--- src/rtl/shift_counter_pkg.sv ---
// Shared mode encoding and the next-state function used by the counter
// and by anything that needs to predict the counter's sequence.
package shift_counter_pkg;

  localparam int MAX_W = 32;

  typedef enum logic [1:0] {
    MODE_RING    = 2'd0,
    MODE_JOHNSON = 2'd1,
    MODE_BINARY  = 2'd2,
    MODE_LFSR    = 2'd3
  } mode_e;

  // Works on a MAX_W-wide container; only the low 'width' bits are meaningful.
  function automatic logic [MAX_W-1:0] next_state(
    input logic [MAX_W-1:0] s,
    input mode_e            mode,
    input logic             dir,
    input logic [MAX_W-1:0] taps,
    input int unsigned      width
  );
    logic [MAX_W-1:0] mask;
    logic [MAX_W-1:0] top_bit;
    logic [MAX_W-1:0] res;
    logic             msb;
    logic             lsb;
    mask = '1;
    if (width < MAX_W) mask = (MAX_W'(1) << width) - MAX_W'(1);
    top_bit = MAX_W'(1) << (width - 1);
    msb     = |(s & top_bit);
    lsb     = s[0];
    res     = '0;
    case (mode)
      MODE_RING:
        res = dir ? ((s >> 1) | (lsb ? top_bit : '0))
                  : ((s << 1) | MAX_W'(msb));
      MODE_JOHNSON:
        res = dir ? ((s >> 1) | (lsb ? '0 : top_bit))
                  : ((s << 1) | MAX_W'(!msb));
      MODE_BINARY:
        res = dir ? (s - MAX_W'(1)) : (s + MAX_W'(1));
      default:
        // An all-zero LFSR would lock up, so it is kicked back to 1.
        res = (s == '0) ? MAX_W'(1) : ((s << 1) | MAX_W'(^(s & taps)));
    endcase
    return res & mask;
  endfunction

endpackage

--- src/rtl/step_prescaler.sv ---
// Divides enabled clocks by DIV; tick marks the cycle an advance is due.
module step_prescaler #(
  parameter int DIV = 1
) (
  input  logic clk,
  input  logic rst_n,
  input  logic en,
  input  logic clear,
  output logic tick
);

  localparam int CW = (DIV > 1) ? $clog2(DIV) : 1;
  localparam logic [CW-1:0] LAST = CW'(DIV - 1);

  logic [CW-1:0] count;

  assign tick = en && !clear && (count == LAST);

  // The count is frozen while disabled so counting resumes where it stopped.
  always_ff @(posedge clk or negedge rst_n) begin
    if (!rst_n) begin
      count <= '0;
    end else if (clear) begin
      count <= '0;
    end else if (en) begin
      count <= (count == LAST) ? '0 : count + 1'b1;
    end
  end

endmodule

--- src/rtl/shift_counter_gen.sv ---
// Multi-mode ring/Johnson/binary/LFSR counter for the LED bank, with load,
// prescaled stepping and a wrap pulse when the sequence returns to the seed.
module shift_counter_gen
  import shift_counter_pkg::*;
#(
  parameter int               WIDTH = 5,
  parameter int               DIV   = 1,
  parameter logic [WIDTH-1:0] TAPS  = WIDTH'(5'b10100)
) (
  input  logic             clk,
  input  logic             rst_n,
  input  logic             sw_en,
  input  logic [1:0]       sw_mode,
  input  logic             sw_dir,
  input  logic             sw_control,
  input  logic [WIDTH-1:0] sw_nums,
  output logic [WIDTH-1:0] leds,
  output logic             step,
  output logic             wrap
);

  logic [WIDTH-1:0] state;
  logic [WIDTH-1:0] seed;
  logic [WIDTH-1:0] next_val;
  logic             tick;

  step_prescaler #(.DIV(DIV)) u_prescaler (
    .clk   (clk),
    .rst_n (rst_n),
    .en    (sw_en),
    .clear (sw_control),
    .tick  (tick)
  );

  assign next_val = WIDTH'(next_state(MAX_W'(state), mode_e'(sw_mode), sw_dir,
                                      MAX_W'(TAPS), WIDTH));

  // Load wins over an advance due on the same edge; the prescaler is cleared too.
  always_ff @(posedge clk or negedge rst_n) begin
    if (!rst_n) begin
      state <= WIDTH'(1);
      seed  <= WIDTH'(1);
      step  <= 1'b0;
      wrap  <= 1'b0;
    end else if (sw_control) begin
      state <= sw_nums;
      seed  <= sw_nums;
      step  <= 1'b0;
      wrap  <= 1'b0;
    end else if (tick) begin
      state <= next_val;
      step  <= 1'b1;
      wrap  <= (next_val == seed);
    end else begin
      step  <= 1'b0;
      wrap  <= 1'b0;
    end
  end

  assign leds = state;

endmodule
--- config.mk ---
export PLATFORM = sky130hd
export DESIGN_NAME = shift_counter_gen
export DESIGN_NICKNAME = d
export VERILOG_FILES = /design/src/rtl/shift_counter_pkg.sv /design/src/rtl/step_prescaler.sv /design/src/rtl/shift_counter_gen.sv
export SDC_FILE = /design/constraint.sdc
export NUM_CORES = 1
export LEC_CHECK = 0
export ABC_AREA = 1
export CORE_MARGIN = 2
export CORE_UTILIZATION = 54
export DETAILED_ROUTE_END_ITERATION = 8
export GPL_ROUTABILITY_DRIVEN = 0
export HOLD_SLACK_MARGIN = 0.12
export PLACE_DENSITY = 0.83
export SLEW_MARGIN = 0
export SYNTH_ARGS = -nofsm -noshare
export SYNTH_HDL_FRONTEND = slang
export SYNTH_SLANG_ARGS = --single-unit
export TNS_END_PERCENT = 100
--- constraint.sdc ---
create_clock -name clk -period 3.5 [get_ports clk]
set_clock_uncertainty 0.05 [all_clocks]
set_input_delay 0.35 -clock clk [delete_from_list [all_inputs] [get_ports clk]]
set_output_delay 0.35 -clock clk [all_outputs]
set_load 0.005 [all_outputs]
# Word-level counts from Yosys, hierarchy flattened

Cells that the tools add are included.

Bits in registers: 13
Latch bits: 0
Memory bits (writable): 0
ROM bits: 0
Input port bits: 12
Output and inout port bits: 7
Logic and storage cells: 42
Memories: 0

Add/sub/neg operators: 3
Multiply operators: 0
Div/mod/pow operators: 0
Order comparisons: 0
Eq/ne operators: 3
Shift-type cells: 0
Muxes and demuxes: 16
Bitwise logic cells: 6
Reduce and logical (&&, ||, !) cells: 9

Operators with widths:

| cell                                                | number |
|---|---|
| 2-to-1 mux 5 bit                                    | 8 |
| parity 32 bit                                       | 1 |
| bitwise OR 5 x 1 -> 5 bit                           | 3 |
| one-hot mux 5 bit (3 select lines)                  | 1 |
| bitwise OR 4 x 5 -> 5 bit                           | 2 |
| 2-to-1 mux 1 bit                                    | 7 |
| adder 5 x 1 -> 5 bit, second input constant         | 1 |
| equality test 5 bit                                 | 1 |
| logical NOT 5 bit                                   | 1 |
| subtractor 5 x 1 -> 5 bit, second input constant    | 1 |
| nonzero test 2 bit                                  | 2 |
| equality test 2 x 1 -> 1 bit, second input constant | 1 |
| equality test 2 bit, second input constant          | 1 |
| logical AND 1 bit                                   | 2 |
| logical NOT 1 bit                                   | 2 |
| logical NOT 2 bit                                   | 1 |
| adder 1 bit, second input constant                  | 1 |
| NOT 1 bit                                           | 1 |

# Logic depth before layout (Yosys ltp)

Gate-level depths: netlist (run 1).

Depth in word-level cells: 7
Gate-level depth with buffers: 14
Gate-level depth less buffers: 13

# By module

From an unflattened synthesis (run 1), not the netlist that was laid out.

Cell total of the unflattened synthesis: 156
Area, all modules: 988.4 sq um

Modules (own cells, without submodules):

| module            | instances | cells each | area an instance (sq um) | seq. area each (sq um) |
|---|---|---|---|---|
| shift_counter_gen | 1         | 154        | 978.4                    | 302.8 |
| step_prescaler    | 1         | 2          | 10.0                     | 0.0 |

# Worst setup path before layout (run 1)

OpenSTA, ideal clock, no wires.

Path kind: register to register
From: reg state[0], in the netlist leds[0]
To: reg wrap
Data arrival time: 1,747 ps
Path slack: 1,634 ps
Stages on the path, launching flop included: 13
Clock period less this slack: 1,866 ps
Cell sequence: dfstp_2 > inv_2 > fa_1 > nand3_1 > nand2_1 > inv_1 > nand3_1 > nand2_1 > nor2_1 > nand2_1 > nor2_1 > nand2_1 > nor2_2

Longest elaborated chain between the ends: 7
Elaborated cells on any way between the ends: 18

Ends and longest elaborated chain:

| item                                                         | line                    | RTL |
|---|---|---|
| start, declared                                              | shift_counter_gen.sv:22 | `logic [WIDTH-1:0] state;` |
| start signal, assigned                                       | shift_counter_gen.sv:46 | `state <= sw_nums;` |
| start signal, assigned                                       | shift_counter_gen.sv:51 | `state <= next_val;` |
| branches (longest 3 deep; another with adder 5 x 1 -> 5 bit) | --                      |  |
| one-hot mux 5 bit (3 select lines) *                         | shift_counter_pkg.sv:33 | `case (mode)` |
| equality test 5 bit *                                        | shift_counter_gen.sv:53 | `wrap <= (next_val == seed);` |
| 2-to-1 mux 1 bit *                                           | shift_counter_gen.sv:50 | `end else if (tick) begin` |
| 2-to-1 mux 1 bit *                                           | shift_counter_gen.sv:45 | `end else if (sw_control) begin` |
| end signal, assigned                                         | shift_counter_gen.sv:53 |  |
| end, declared                                                | shift_counter_gen.sv:19 | `output logic wrap` |

Mark *: on every way between the ends.
A chain may end at the register's enable or synchronous reset.

# Worst setup path after layout (run 1)

From: in sw_dir
To: reg wrap

Longest elaborated chain between the ends: 5
Elaborated cells on any way between the ends: 7

Ends and longest elaborated chain:

| item                                       | line                                                                      | RTL |
|---|---|---|
| start, declared                            | shift_counter_gen.sv:14                                                   | `input logic sw_dir,` |
| 2-to-1 mux 5 bit, on equally long branches | shift_counter_pkg.sv:41, shift_counter_pkg.sv:35, shift_counter_pkg.sv:38 |  |
| one-hot mux 5 bit (3 select lines) *       | shift_counter_pkg.sv:33                                                   |  |
| equality test 5 bit *                      | shift_counter_gen.sv:53                                                   |  |
| 2-to-1 mux 1 bit *                         | shift_counter_gen.sv:50                                                   |  |
| 2-to-1 mux 1 bit *                         | shift_counter_gen.sv:45                                                   |  |

Every way passes the cells marked *; elsewhere a longest branch is shown, timed or not.

==> results of run 1 <==
## registers in the layout (all words and copies together), names as in the netlist
name  flops
step      1
seed      5
wrap      1
leds      5
## final cells by class
class,count,area (um2),share of cell area [%]
inverter,23,88.8,7.58
tap,17,21.3,1.81
sequential,12,303,25.8
clock buffer,4,36.3,3.09
timing repair buffer,18,180,15.4
multi-input combinational,114,543,46.3
## path summary, 6_finish.rpt
path	cells past startpoint	endpoint	from
worst min-delay path	1	leds[4]$_DFFE_PN0P_	rst_n
worst max-delay path	13	wrap$_DFF_PN0_	sw_dir
worst min register to register	2	seed[0]$_DFFE_PN1P_	seed[0]$_DFFE_PN1P_
worst max register to register	12	wrap$_DFF_PN0_	leds[0]$_DFFE_PN1P_
min in group clk	2	seed[0]$_DFFE_PN1P_	seed[0]$_DFFE_PN1P_
max in group asynchronous	1	seed[0]$_DFFE_PN1P_	rst_n
## power breakdown
group | leakage (nW) | switching [W] | internal [W]
clock | 0.0210 | 0.0000464 | 0.0000634
combinational | 0.449 | 0.0000848 | 0.0000658
sequential | 0.145 | 0.0000168 | 0.000153
## metal layers
layer	part of all wire (%)	vias to the layer above	GRT usage (%)
met5	0	-	0
met4	0.49	0	6.86
met3	6.5	2	7.06
met2	50	39	41.7
met1	43	451	32.1
li1	-	521	-
## logic make-up after synthesis
family                   count (synthesis)
flip-flops                              12
XOR/XNOR                                 1
AO/OA/AOI/OAI                           12
adder cells (fa/ha/maj)                  4
buffers and inverters                   26
AND/OR/NAND/NOR                         97
## metrics by stage
step                      std cells  setup WS [ns]  cell area [um2]  hold slack [ns]  utilization [%]
final                           188           1.19             1170            0.368             69.4
after global routing            188          0.981             1170            0.400             69.4
after CTS                       188           1.19             1170            0.387             69.4
after detailed placement        184          0.890             1140            0.437             67.3
after global placement          184           1.01             1140            0.429             67.3
after floorplan                 152           1.63              957          0.00441                -
## cell usage in the layout, fill, tap and decap left out
cell              n
clkbuf_4          3
dfstp_2           2
nand3_1          24
clkbuf_8          1
clkdlybuf4s50_1  18
inv_2             6
nand2_1          55
inv_4             1
xnor2_1           1
fa_1              1
dfrtp_1          10
o21ai_1           2
nand4_1           2
a21oi_1           3
nor2_2            3
nand3_2           1
o21ai_0           6
inv_1            16
ha_1              3
nor2_1           12
o311ai_1          1
==> results.cfg, run 1 <==
[timing]
grt_setup_unrepaired = no
tightest_slew_ns = 0.535
maxSlewHeadroom_pct = 64.2
hold_viol = 0
setup_violations = 0
fin_crit_ns = 2.31
tns_ns = 0
slew_violations = 0
fmax_ghz = 0.433
min_period_over_period_pct = 66.0

[clocking]
clkSlewWorstSetupHoldPaths_ns = 0.07
cts_buffers = 3
cts_setup_buffers = 0
postCtsResizedCells = 0
root_buffer = clkbuf_4
cts_sinks = 12
cts_tree = yes
cts_max_level = 1
clkLatencyLatePin_ns = 0.28
clock_path_buffers = 2
cts_hold_buf = 0

[yosys]
synthDistinctLibCells = 21
syn_nets = 168
yosysSeqAreaShare_pct = 31.6
ys_seq_elements = 12
ys.flop_type = dfrtp_1
synth_top_area_cell = dfrtp_1
synth.area.mux_share_pct = 0
syn_area_um2 = 957
synth_commonest_cells = 55 x nand2_1, 24 x nand3_1, 16 x inv_1
synthTopCellsByArea = dfrtp_1 26%, nand2_1 22%, nand3_1 13%
synth_top_family_by_area = simple AND/OR/NAND/NOR gates
synth.avg_cell_area_um2 = 6.30
yosys.area_share.simple_pct = 43.1
syn_inst = 152
ys_async_sr_fraction_pct = 100
ys_warn_count = 0
synthAdderAreaFrac_pct = 6.01
synth_xor_area_share_pct = 0.915
yosysMostFrequentCell = nand2_1
synth_edf_count = 0
yosysTopAreaCellShare_pct = 26.1
synth-compound-area-share_pct = 6.67

[worst_hold_path]
hp-class = in -> async

[placement]
dp_hpwl_mm = 1.77
port_buffers = 18

[die]
core_region_area_mm2 = 0.00169
fp.dieArea_mm2 = 0.00213
chipWidth_um = 46.1
std_cell_rows = 15
io-pin-count = 19
initial_utilization_pct = 56.7
die_h_um = 46.1

[route]
postRouteAntennaNets = 0
dr.pass1.iters = 4
via_count = 1013
drcViolationCount = 0
wl_per_cell_um = 11.9
via_per_inst = 5.39
wl_mm = 2.24
drt-initial-drc-count = 35

[critical_path]
reg2reg_slack_ns = 1.42
cp.arrival_ns = 2.48
path_buf_inv = 3
slowest_stage = clkdlybuf4s50_1
crit_path_max_incr_delay_ns = 0.74
criticalPathCategory = in -> reg
cpLargestDelayFamily = buffers and inverters
cp-start-kind = input port
end_kind = register
crit_fanout = 11
cp.required_ns = 3.67
cp_cell_sequence = clkdlybuf4s50_1 -> inv_4 -> fa_1 -> nand3_1 -> nand2_1 -> inv_1 -> nand3_1 -> nand2_1 -> nor2_1 -> nand2_1 -> nor2_1 -> nand2_1 -> nor2_2
cpMostUsedCell = nand2_1

[global_route]
grt_use_total_pct = 25.3
grt_first_pass_wirelength_mm = 3.77
grt_max_degree = 14
antenna_found_initial = 0
grt-ovfl-total = 0
grt_pass1_vias = 899

[power_and_ir_drop]
total_power_w = 0.000430
p_leak_nw = 0.615
ir_drop_uv = 259
powerDensity_mw_per_mm2 = 367

[layout]
area_growth_pct = 22.5
nets = 188
nFillCells = 148
drive_gt1_share_pct = 9.94
antenna_cells = 0

[job]
drv_cap = 0

[status]
status = completed
(Power assumes the default switching activity.)
==> inputs of run 2 (changes only) <==
Settings changed: CORE_UTILIZATION 54 to 50, PLACE_DENSITY 0.83 to 0.78.
Clock period 3.5 ns to 2.3 ns, I/O delays scaled along.
==> run 2 against run 1 <==
Setup slack worse by 0.95 ns; total power up 55%; wire length up 3.3%.
==> results.cfg, run 2 (same netlist as run 1, synthesis figures left out) <==
[die]
fp.dieArea_mm2 = 0.00228
core_region_area_mm2 = 0.00176
std_cell_rows = 15
die_h_um = 47.8
chipWidth_um = 47.8
initial_utilization_pct = 54.3
io-pin-count = 19

[job]
drv_cap = 0

[critical_path]
crit_path_max_incr_delay_ns = 0.63
reg2reg_from = leds[0]$_DFFE_PN1P_
reg2reg_depth = 12
cp_cell_sequence = inv_2 -> fa_1 -> nand3_1 -> nand2_1 -> inv_1 -> nand3_1 -> nand2_1 -> nor2_1 -> nand2_1 -> nor2_1 -> nand2_1 -> nor2_2
cpMostUsedCell = nand2_1
crit_fanout = 7
end_kind = register
reg2reg_slack_ns = 0.24
criticalPathCategory = reg -> reg
crit_end = wrap$_DFF_PN0_
r2r_end = wrap$_DFF_PN0_
crit_start = leds[0]$_DFFE_PN1P_
cp-start-kind = register
path_buf_inv = 2
slowest_stage = dfstp_2
cp_num_cells = 12
cp.arrival_ns = 2.22
cp.required_ns = 2.47
cpLargestDelayFamily = simple AND/OR/NAND/NOR gates

[worst_hold_path]
hp-class = in -> async

[power_and_ir_drop]
total_power_w = 0.000666
powerDensity_mw_per_mm2 = 549
ir_drop_uv = 370
p_leak_nw = 0.635

[route]
postRouteAntennaNets = 0
met3_length_um = 101
via_per_inst = 5.11
dr.pass1.iters = 7
met1_length_mm = 1.07
drt-initial-drc-count = 31
wl_mm = 2.31
via_count = 1022
highest_layer = met4
wl_per_cell_um = 11.6
met2WireLength_mm = 1.13
drcViolationCount = 0

[layout]
layout_common_cells = 55 x nand2_1, 24 x nand3_1, 18 x clkdlybuf4s50_1, 16 x inv_1, 12 x nor2_1
post-route-util_pct = 68.7
nets = 192
final_common_cell = nand2_1
drive_gt1_share_pct = 12.0
nFillCells = 162
area_growth_pct = 26.7
antenna_cells = 0
final_cell_area_mm2 = 0.00121

[timing]
fmax_ghz = 0.486
whs_ns = 0.265
slew_violations = 0
maxSlewHeadroom_pct = 61.7
hold_viol = 0
grt_setup_unrepaired = no
tightest_slew_ns = 0.573
tns_ns = 0
min_period_over_period_pct = 89.4
setup_violations = 0
fin_crit_ns = 2.06

[global_route]
grt-ovfl-total = 0
grt_use_total_pct = 23.8
grt_first_pass_wirelength_mm = 3.81
grt_pass1_vias = 904
antenna_found_initial = 0
grt_max_degree = 14

[clocking]
clkSlewWorstSetupHoldPaths_ns = 0.08
root_buffer = clkbuf_4
cts_tree = yes
cts_sinks = 12
postCtsResizedCells = 0
cts_buffers = 3
clock_path_buffers = 2
cts_setup_buffers = 0
clkLatencyLatePin_ns = 0.28
cts_max_level = 1
cts_hold_buf = 0

[placement]
dp_hpwl_mm = 1.83
dpl_cell_area_mm2 = 0.00118
port_buffers = 18

[status]
status = completed
==> run 2: changes by cell type in the layout (fill, tap and decap cells not counted) <==
cell,delta
buf_4,+4
==> run 2: worst min-delay path by stage <==
| stage | start | end | slack (ns) | cells past startpoint |
|---|---|---|---|---|
| floorplan | rst_n | leds[1]$_DFFE_PN0P_ | -0.12 | 0 |
| global placement | seed[0]$_DFFE_PN1P_ | seed[0]$_DFFE_PN1P_ | 0.43 | 2 |
| detailed placement | seed[0]$_DFFE_PN1P_ | seed[0]$_DFFE_PN1P_ | 0.45 | 2 |
| CTS | rst_n | leds[1]$_DFFE_PN0P_ | 0.27 | 1 |
| global route | rst_n | leds[1]$_DFFE_PN0P_ | 0.29 | 1 |
| finish | rst_n | seed[4]$_DFFE_PN0P_ | 0.26 | 1 |
==> run 2: final cells by class <==
class,count,area [um2],share of cell area [%]
Clock buffer,4,36.3,2.99
Inverter,23,88.8,7.33
Sequential cell,12,303,25.0
Timing Repair Buffer,22,210,17.3
Multi-Input combinational cell,114,543,44.8
Tap cell,25,31.3,2.58
==> run 2: power by group <==
group          switching [W]  internal, W  leakage, nW  total (W)
Clock              0.0000745    0.0000962       0.0210   0.000171
Combinational       0.000133     0.000105        0.469   0.000239
Sequential         0.0000234     0.000233        0.145   0.000256
==> run 2: per-stage QoR <==
step / worst slack (ns) / std cells
global placement: 0.143 / 196
floorplan: 0.434 / 152
global route: 0.0497 / 200
finish: 0.244 / 200
CTS: 0.252 / 200
detailed placement: 0.128 / 196
==> run 2: per-layer routing <==
metal	vias up	global-route usage [%]
li1	528	-
met1	461	32.0
met2	29	38.7
met3	4	6.04
met4	0	4.86
met5	-	0
